`src/rtl/pipelined_carry_skip_adder_pkg.sv`:
```
// Purpose : shared geometry helpers for the pipelined carry-skip adder.
// Latency : n/a (compile-time constants only).
// Backpr. : n/a.
//
// The adder is cut into NUM_BLOCKS = WIDTH/BLOCK skip blocks. Each of the
// STAGES register slices owns BPS = NUM_BLOCKS/STAGES consecutive blocks.
package pipelined_carry_skip_adder_pkg;

  // Number of carry-skip blocks across the whole operand.
  function automatic int calc_num_blocks(input int width, input int block);
    return width / block;
  endfunction

  // Blocks evaluated by each pipeline stage.
  function automatic int calc_bps(input int width, input int block, input int stages);
    return (width / block) / stages;
  endfunction

  // Bits of result produced by each pipeline stage.
  function automatic int calc_seg_bits(input int width, input int block, input int stages);
    return ((width / block) / stages) * block;
  endfunction

  // Geometry is legal when blocks tile the operand exactly and the blocks
  // split evenly over the stages.
  function automatic bit geometry_ok(input int width, input int block, input int stages);
    return (width > 0) && (block > 0) && (stages > 0) &&
           ((width % block) == 0) &&
           (((width / block) % stages) == 0);
  endfunction

endpackage

```
`src/rtl/pipelined_carry_skip_adder_csa_block.sv`:
```
// Purpose : one BLOCK-bit ripple adder with a propagate-skip carry-out mux.
// Latency : purely combinational.
// Backpr. : none; evaluated every cycle by the owning pipeline stage.
//
// Ports:
//   a, b   in  BLOCK  operand slices
//   ci     in  1      block carry-in
//   s      out BLOCK  slice sum
//   co     out 1      block carry-out (skip path when every bit propagates)
//   c_msb  out 1      carry into the top bit of the slice (signed overflow)
module csa_block #(
  parameter int BLOCK = 4
) (
  input  logic [BLOCK-1:0] a,
  input  logic [BLOCK-1:0] b,
  input  logic             ci,
  output logic [BLOCK-1:0] s,
  output logic             co,
  output logic             c_msb
);

  logic [BLOCK-1:0] p;
  logic [BLOCK-1:0] g;

  assign p = a ^ b;
  assign g = a & b;

  always_comb begin : p_ripple
    logic rc;
    rc    = ci;
    s     = '0;
    c_msb = 1'b0;
    for (int i = 0; i < BLOCK; i++) begin
      if (i == BLOCK - 1) begin
        c_msb = rc;
      end
      s[i] = p[i] ^ rc;
      rc   = g[i] | (p[i] & rc);
    end
    // When all bits propagate the ripple result equals ci anyway; taking ci
    // directly shortens the carry path into the next block.
    co = (&p) ? ci : rc;
  end

endmodule

```
`src/rtl/pipelined_carry_skip_adder.sv`:
```
// Purpose : pipelined a+b+cin adder built from carry-skip blocks split over STAGES slices.
// Latency : STAGES cycles from input transfer to out_valid when unstalled; 1 result/cycle.
// Backpr. : per-stage valid with bubble collapse; in_ready falls only when every stage is full.
//
// Ports:
//   clk, rst                 rising-edge clock, synchronous active-high reset
//   in_valid/in_ready        operand handshake for a, b, cin
//   a, b (WIDTH), cin        operands
//   out_valid/out_ready      result handshake for sum, cout, ovf
//   sum (WIDTH), cout, ovf   (a+b+cin) mod 2^WIDTH, carry out, signed overflow
//
// Each stage k adds its own SEG-bit slice using the carry registered by the
// previous stage, then registers: the sum bits produced so far, its carry-out
// and the operand bits still to be added by later stages.
module pipelined_carry_skip_adder
  import pipelined_carry_skip_adder_pkg::*;
#(
  parameter int WIDTH  = 32,
  parameter int BLOCK  = 4,
  parameter int STAGES = 2
) (
  input  logic             clk,
  input  logic             rst,
  input  logic             in_valid,
  output logic             in_ready,
  input  logic [WIDTH-1:0] a,
  input  logic [WIDTH-1:0] b,
  input  logic             cin,
  output logic             out_valid,
  input  logic             out_ready,
  output logic [WIDTH-1:0] sum,
  output logic             cout,
  output logic             ovf
);

  localparam int NUM_BLOCKS = calc_num_blocks(WIDTH, BLOCK);
  localparam int BPS        = calc_bps(WIDTH, BLOCK, STAGES);
  localparam int SEG        = calc_seg_bits(WIDTH, BLOCK, STAGES);

  if (!geometry_ok(WIDTH, BLOCK, STAGES)) begin : g_bad_geometry
    $error("pipelined_carry_skip_adder: WIDTH must be a multiple of BLOCK and WIDTH/BLOCK (%0d) a multiple of STAGES",
           NUM_BLOCKS);
  end

  // ---------------------------------------------------------------------
  // Handshake: one valid bit per stage, bubbles collapse.
  // ---------------------------------------------------------------------
  logic [STAGES-1:0] vld_q;
  logic [STAGES-1:0] vld_d;
  logic [STAGES-1:0] load;    // stage k captures new contents this cycle
  logic [STAGES-1:0] st_vld;  // valid bit presented to stage k

  // A stage can load when it is empty or its contents leave this cycle; the
  // readiness ripples from out_ready back towards the input.
  always_comb begin : p_load
    logic rdy_down;
    load     = '0;
    rdy_down = out_ready;
    for (int k = STAGES - 1; k >= 0; k--) begin
      load[k]  = ~vld_q[k] | rdy_down;
      rdy_down = load[k];
    end
  end

  assign in_ready = ~rst & load[0];

  always_comb begin : p_vld
    st_vld    = '0;
    st_vld[0] = in_valid & in_ready;
    for (int k = 1; k < STAGES; k++) begin
      st_vld[k] = vld_q[k-1];
    end
    vld_d = vld_q;
    for (int k = 0; k < STAGES; k++) begin
      if (load[k]) begin
        vld_d[k] = st_vld[k];
      end
    end
  end

  always_ff @(posedge clk) begin
    if (rst) begin
      vld_q <= '0;
    end else begin
      vld_q <= vld_d;
    end
  end

  // ---------------------------------------------------------------------
  // Datapath slices.
  // ---------------------------------------------------------------------
  for (genvar k = 0; k < STAGES; k++) begin : g_stg
    localparam int IN_W   = WIDTH - k * SEG;  // operand bits arriving at this stage
    localparam int REM_W  = IN_W - SEG;       // operand bits left for later stages
    localparam int DONE_W = (k + 1) * SEG;    // sum bits known after this stage

    logic [IN_W-1:0]   op_a;
    logic [IN_W-1:0]   op_b;
    logic              op_ci;
    logic [SEG-1:0]    seg_sum;
    logic              seg_co;
    logic [DONE_W-1:0] sum_new;
    logic [DONE_W-1:0] sum_d;
    logic [DONE_W-1:0] sum_q;
    logic              carry_d;
    logic              carry_q;
    logic              take;

    // Data only moves on a real transfer, so outputs hold through bubbles.
    assign take = load[k] & st_vld[k];

    if (k == 0) begin : g_src
      assign op_a    = a;
      assign op_b    = b;
      assign op_ci   = cin;
      assign sum_new = seg_sum;
    end else begin : g_src
      assign op_a    = g_stg[k-1].g_rem.a_rem_q;
      assign op_b    = g_stg[k-1].g_rem.b_rem_q;
      assign op_ci   = g_stg[k-1].carry_q;
      assign sum_new = {seg_sum, g_stg[k-1].sum_q};
    end

    for (genvar i = 0; i < BPS; i++) begin : g_blk
      logic [BLOCK-1:0] s;
      logic             ci;
      logic             co;
      logic             c_msb;

      if (i == 0) begin : g_ci
        assign ci = op_ci;
      end else begin : g_ci
        assign ci = g_blk[i-1].co;
      end

      csa_block #(
        .BLOCK (BLOCK)
      ) u_csa (
        .a     (op_a[i*BLOCK +: BLOCK]),
        .b     (op_b[i*BLOCK +: BLOCK]),
        .ci    (ci),
        .s     (s),
        .co    (co),
        .c_msb (c_msb)
      );

      assign seg_sum[i*BLOCK +: BLOCK] = s;

      // Only the most significant block of the whole word feeds ovf.
      if (!((k == STAGES - 1) && (i == BPS - 1))) begin : g_msb_unused
        logic c_msb_unused;
        assign c_msb_unused = c_msb;
      end
    end

    assign seg_co = g_blk[BPS-1].co;

    always_comb begin
      sum_d   = sum_q;
      carry_d = carry_q;
      if (take) begin
        sum_d   = sum_new;
        carry_d = seg_co;
      end
    end

    always_ff @(posedge clk) begin
      if (rst) begin
        sum_q   <= '0;
        carry_q <= 1'b0;
      end else begin
        sum_q   <= sum_d;
        carry_q <= carry_d;
      end
    end

    if (REM_W > 0) begin : g_rem
      logic [REM_W-1:0] a_rem_d;
      logic [REM_W-1:0] a_rem_q;
      logic [REM_W-1:0] b_rem_d;
      logic [REM_W-1:0] b_rem_q;

      always_comb begin
        a_rem_d = a_rem_q;
        b_rem_d = b_rem_q;
        if (take) begin
          a_rem_d = op_a[IN_W-1:SEG];
          b_rem_d = op_b[IN_W-1:SEG];
        end
      end

      always_ff @(posedge clk) begin
        if (rst) begin
          a_rem_q <= '0;
          b_rem_q <= '0;
        end else begin
          a_rem_q <= a_rem_d;
          b_rem_q <= b_rem_d;
        end
      end
    end else begin : g_last
      logic ovf_d;
      logic ovf_q;

      // Signed overflow: carry into the MSB differs from carry out of it.
      always_comb begin
        ovf_d = ovf_q;
        if (take) begin
          ovf_d = g_blk[BPS-1].c_msb ^ seg_co;
        end
      end

      always_ff @(posedge clk) begin
        if (rst) begin
          ovf_q <= 1'b0;
        end else begin
          ovf_q <= ovf_d;
        end
      end
    end
  end

  assign out_valid = vld_q[STAGES-1];
  assign sum       = g_stg[STAGES-1].sum_q;
  assign cout      = g_stg[STAGES-1].carry_q;
  assign ovf       = g_stg[STAGES-1].g_last.ovf_q;

endmodule

```
`config.mk`:
```
export PLATFORM = sky130hd
export DESIGN_NAME = pipelined_carry_skip_adder
export DESIGN_NICKNAME = d
export VERILOG_FILES = /design/src/rtl/pipelined_carry_skip_adder_pkg.sv /design/src/rtl/pipelined_carry_skip_adder_csa_block.sv /design/src/rtl/pipelined_carry_skip_adder.sv
export SDC_FILE = /design/constraint.sdc
export NUM_CORES = 1
export LEC_CHECK = 0
export ABC_AREA = 1
export BUFFER_PORTS_ARGS = -buffer_cell sky130_fd_sc_hd__buf_2
export CORE_MARGIN = 1.5
export CORE_UTILIZATION = 40
export DETAILED_ROUTE_END_ITERATION = 8
export GPL_TIMING_DRIVEN = 0
export SYNTH_ARGS = -nofsm -noshare
export SYNTH_HDL_FRONTEND = slang
export SYNTH_SLANG_ARGS = --single-unit
```
`constraint.sdc`:
```
create_clock -name clk -period 17.9 [get_ports clk]
set_input_delay 2.685 -clock clk [delete_from_list [all_inputs] [get_ports clk]]
set_output_delay 2.685 -clock clk [all_outputs]
set_load 0.1 [all_outputs]
```
==> flow_summary_export.csv <==
group,metric,value,unit
worst_setup_path,cp.required,18.20,ns
placement,place_congestion,0.878,
die,fp.dieW,107,µm
layout,diodes,0,
clock_tree,clk_pin_slew,0.08,ns
clock_tree,cts_root_buf,"clkbuf_8",
die,rows,37,
yosys,ys_seq_elements,85,
layout,nets,730,
yosys,yosys.area_share.simple,13.2,%
clock_tree,htreeDepth,3,
global_route,antenna_found_initial,0,
worst_setup_path,critPathLaunchType,"input pin",
yosys,synth.yosys.seq_area_share,39.1,%
clock_tree,post-cts-setup-buffers,0,
clock_tree,clock_sinks,85,
worst_setup_path,critical_path_arrival,9.64,ns
sta,tightest_slew,0.495,ns
power_and_ir_drop,p_sw_share,33.6,%
worst_setup_path,critPathKind,"input pin to flip-flop",
power_and_ir_drop,p_per_area,92.5,mW/mm²
layout,drive_above_1_share,27.2,%
sta,hold_violations,0,
flow_run,cap_viol_max_count,0,
worst_setup_path,cp_max_fo,2,
layout,areaGrowthSynthToFinish,21.1,%
clock_tree,cts_tree,"yes",
global_route,grt_pass1_wl,16.9,mm
power_and_ir_drop,sequentialPowerShare,43.7,%
route,final_antenna_net_count,0,
route,routed_wl,10.4,mm
global_route,gr-total-overflow,0,
yosys,muxShareOfSynthArea,0,%
yosys,yosysUniqueCellTypes,27,
global_route,grtUsageTotal,19.3,%
yosys,yosysWarnings,0,
route,routed-via-count,3498,
sta,max_clock_freq,0.107,GHz
global_route,grt_start_max_net_pins,14,
yosys,synth_nets,615,
die,dieArea,0.0115,mm²
yosys,synthAdderAreaFrac,23.9,%
layout,fill_cells,1047,
power_and_ir_drop,combPwrFrac,24.6,%
power_and_ir_drop,p_clk_share,31.7,%
yosys,synth-compound-area-share,16.5,%
hold_path,holdCritPathClass,"flip-flop to flip-flop",
worst_setup_path,slowest_stage,"fa_1",
die,io_pins,105,
die,die_h,107,µm
power_and_ir_drop,p_switching,0.000163,W
placement,port_buffers,104,
route,drc,0,
worst_setup_path,crit_path_end_kind,"flip-flop",
sta,slew_violations,0,
clock_tree,numCtsBuffers,9,
yosys,synth_top_family_by_area,"adder cells",
die,coreArea,0.0104,mm²
route,via_per_inst,4.74,
clock_tree,cts_resized,0,
global_route,met3_usage,3.33,%
power_and_ir_drop,vdd_drop_max,0.0366,mV
global_route,met1_usage,26.1,%
sta,min_period,9.34,ns
sta,rsz0062_at_grt,"false",
clock_tree,hold_buffers,0,
global_route,top_usage_layer,"met2",
die,floorplan.initialDensity,41.7,%
yosys,synthesis.area,0.00435,mm²
power_and_ir_drop,power,0.000487,W
yosys,netlist_instances,482,
sta,finalSetupViolCount,0,
global_route,grt_pass1_vias,3471,
sta,setup_tns,0,ns
route,first_iter_violations,115,
route,dr.pass1.iters,4,
sta,slew_headroom,67.0,%
global_route,use_met2,30.8,%
placement,dp_hpwl,8.13,mm
worst_setup_path,worst_path_largest_cell_delay,0.41,ns
yosys,syn_area_per_cell,9.02,µm²
power_and_ir_drop,power.leakage,2.49,nW
status,status,"finished, final reports clean",
worst_setup_path,cpMostUsedCell,"fa_1",
clock_tree,clk_latency,0.36,ns
sta,skew,0.0112,ns
yosys,synth_xor_area_share,0,%
sta,hold_ws,0.459,ns
sta,min_period_over_period,52.2,%
route,wl_per_cell,14.1,µm
clock_tree,cts_buffer_depth,2,
power_and_ir_drop,intPower,0.000323,W
-- critical path: cells and delay by family --
| kind | cells | cell delay (ns) |
|---|---|---|
| buf+inv | 4 | 0.30 |
| simple gates | 4 | 0.41 |
| compound gates | 3 | 0.31 |
| fa+ha+maj | 16 | 5.94 |
-- path summary, 6_finish.rpt --
path                                       start                              end  slack (ns)  cells past startpoint
setup / recovery                             cin  g_stg[0].sum_q[15]$_SDFFE_PP0P_        8.56                     27
hold / removal    g_stg[0].sum_q[6]$_SDFFE_PP0P_   g_stg[0].sum_q[6]$_SDFFE_PP0P_        0.46                      2
setup reg to reg   g_stg[0].carry_q$_SDFFE_PP0P_                cout$_SDFFE_PP0P_       10.04                     31
hold reg to reg   g_stg[0].sum_q[6]$_SDFFE_PP0P_   g_stg[0].sum_q[6]$_SDFFE_PP0P_        0.46                      2
-- cell families (layout without fill, tap and decap cells) --
kind of cell    after synthesis  after routing
flops                        85             85
compound gates              127            127
buf+inv                      68            188
fa+ha+maj                    64             64
simple gates                138            138
-- synth_stat cells --
cell type	instances	area, µm²
nand4_1	4	25.0
inv_8	1	11.3
ha_1	32	400
buf_6	3	33.8
o21ai_2	10	87.6
dfxtp_1	85	1700
buf_8	1	15.0
o21ai_1	4	20.0
clkbuf_1	8	30.0
o211ai_1	1	7.51
fa_1	32	641
nand3b_1	1	7.51
nand2_2	2	12.5
inv_1	39	146
buf_4	1	7.51
o21bai_1	1	7.51
a21oi_1	30	150
a21oi_2	10	87.6
nor2_1	35	131
buf_2	11	55.1
o21ai_0	71	355
or2_1	1	6.26
nand3_1	12	60.1
nor2_8	1	20.0
inv_2	4	15.0
or2_2	2	12.5
nand2_1	80	300
-- per-layer routing --
layer / vias to the layer above / share of wire (%)
li1: 1775 / -
met1: 1636 / 48
met2: 75 / 46
met3: 12 / 4.2
met4: 0 / 1.7
met5: - / 0
-- stage by stage --
step	std cells	worst slack, ns	cell area [µm²]	util (%)
2_1_floorplan	482	8.68	4350	-
3_3_place_gp	722	8.30	5040	48.4
3_5_place_dp	722	8.19	5040	48.4
4_1_cts	738	8.58	5270	50.5
5_1_grt	738	8.34	5270	50.5
6_report	738	8.56	5270	50.5
-- power by group through the flow --
| stage | clock (W) | combinational [W] | sequential, W |
|---|---|---|---|
| final | 0.000154 | 0.000120 | 0.000213 |
| after detailed placement | 0 | 0.000120 | 0.000218 |
| after CTS | 0.000158 | 0.000121 | 0.000213 |
| after global placement | 0 | 0.000119 | 0.000217 |
| after global routing | 0.000163 | 0.000131 | 0.000215 |
| after floorplan | 0 | 0.0000461 | 0.000256 |
-- sequential cells by signal (all words and copies together) (netlist names) --
signal	flops
cout	1
g_stg.g_rem.b_rem_q	16
g_stg.sum_q	16
sum	32
vld_q	2
ovf	1
g_stg.g_rem.a_rem_q	16
g_stg.carry_q	1
-- layout by cell type, fill, tap and decap left out, types with 11 or more instances in the layout --
cell / n
clkbuf_8: 11
a21oi_1: 30
inv_1: 39
buf_2: 115
fa_1: 32
nand2_1: 80
o21ai_0: 71
ha_1: 32
dfxtp_1: 85
nand3_1: 12
nor2_1: 35
-- layout make-up --
type | instances | area [µm²] | area share, %
plain buffers | 24 | 141 | 2.69
clock buffers | 13 | 159 | 3.02
clock inverters | 3 | 67.6 | 1.28
inverters | 44 | 173 | 3.28
multi-input cells | 329 | 2330 | 44.3
flip-flops and latches | 85 | 1700 | 32.3
well taps | 136 | 170 | 3.23
repair buffers | 104 | 520 | 9.89
No activity file was read; power rests on OpenSTA's default activity.
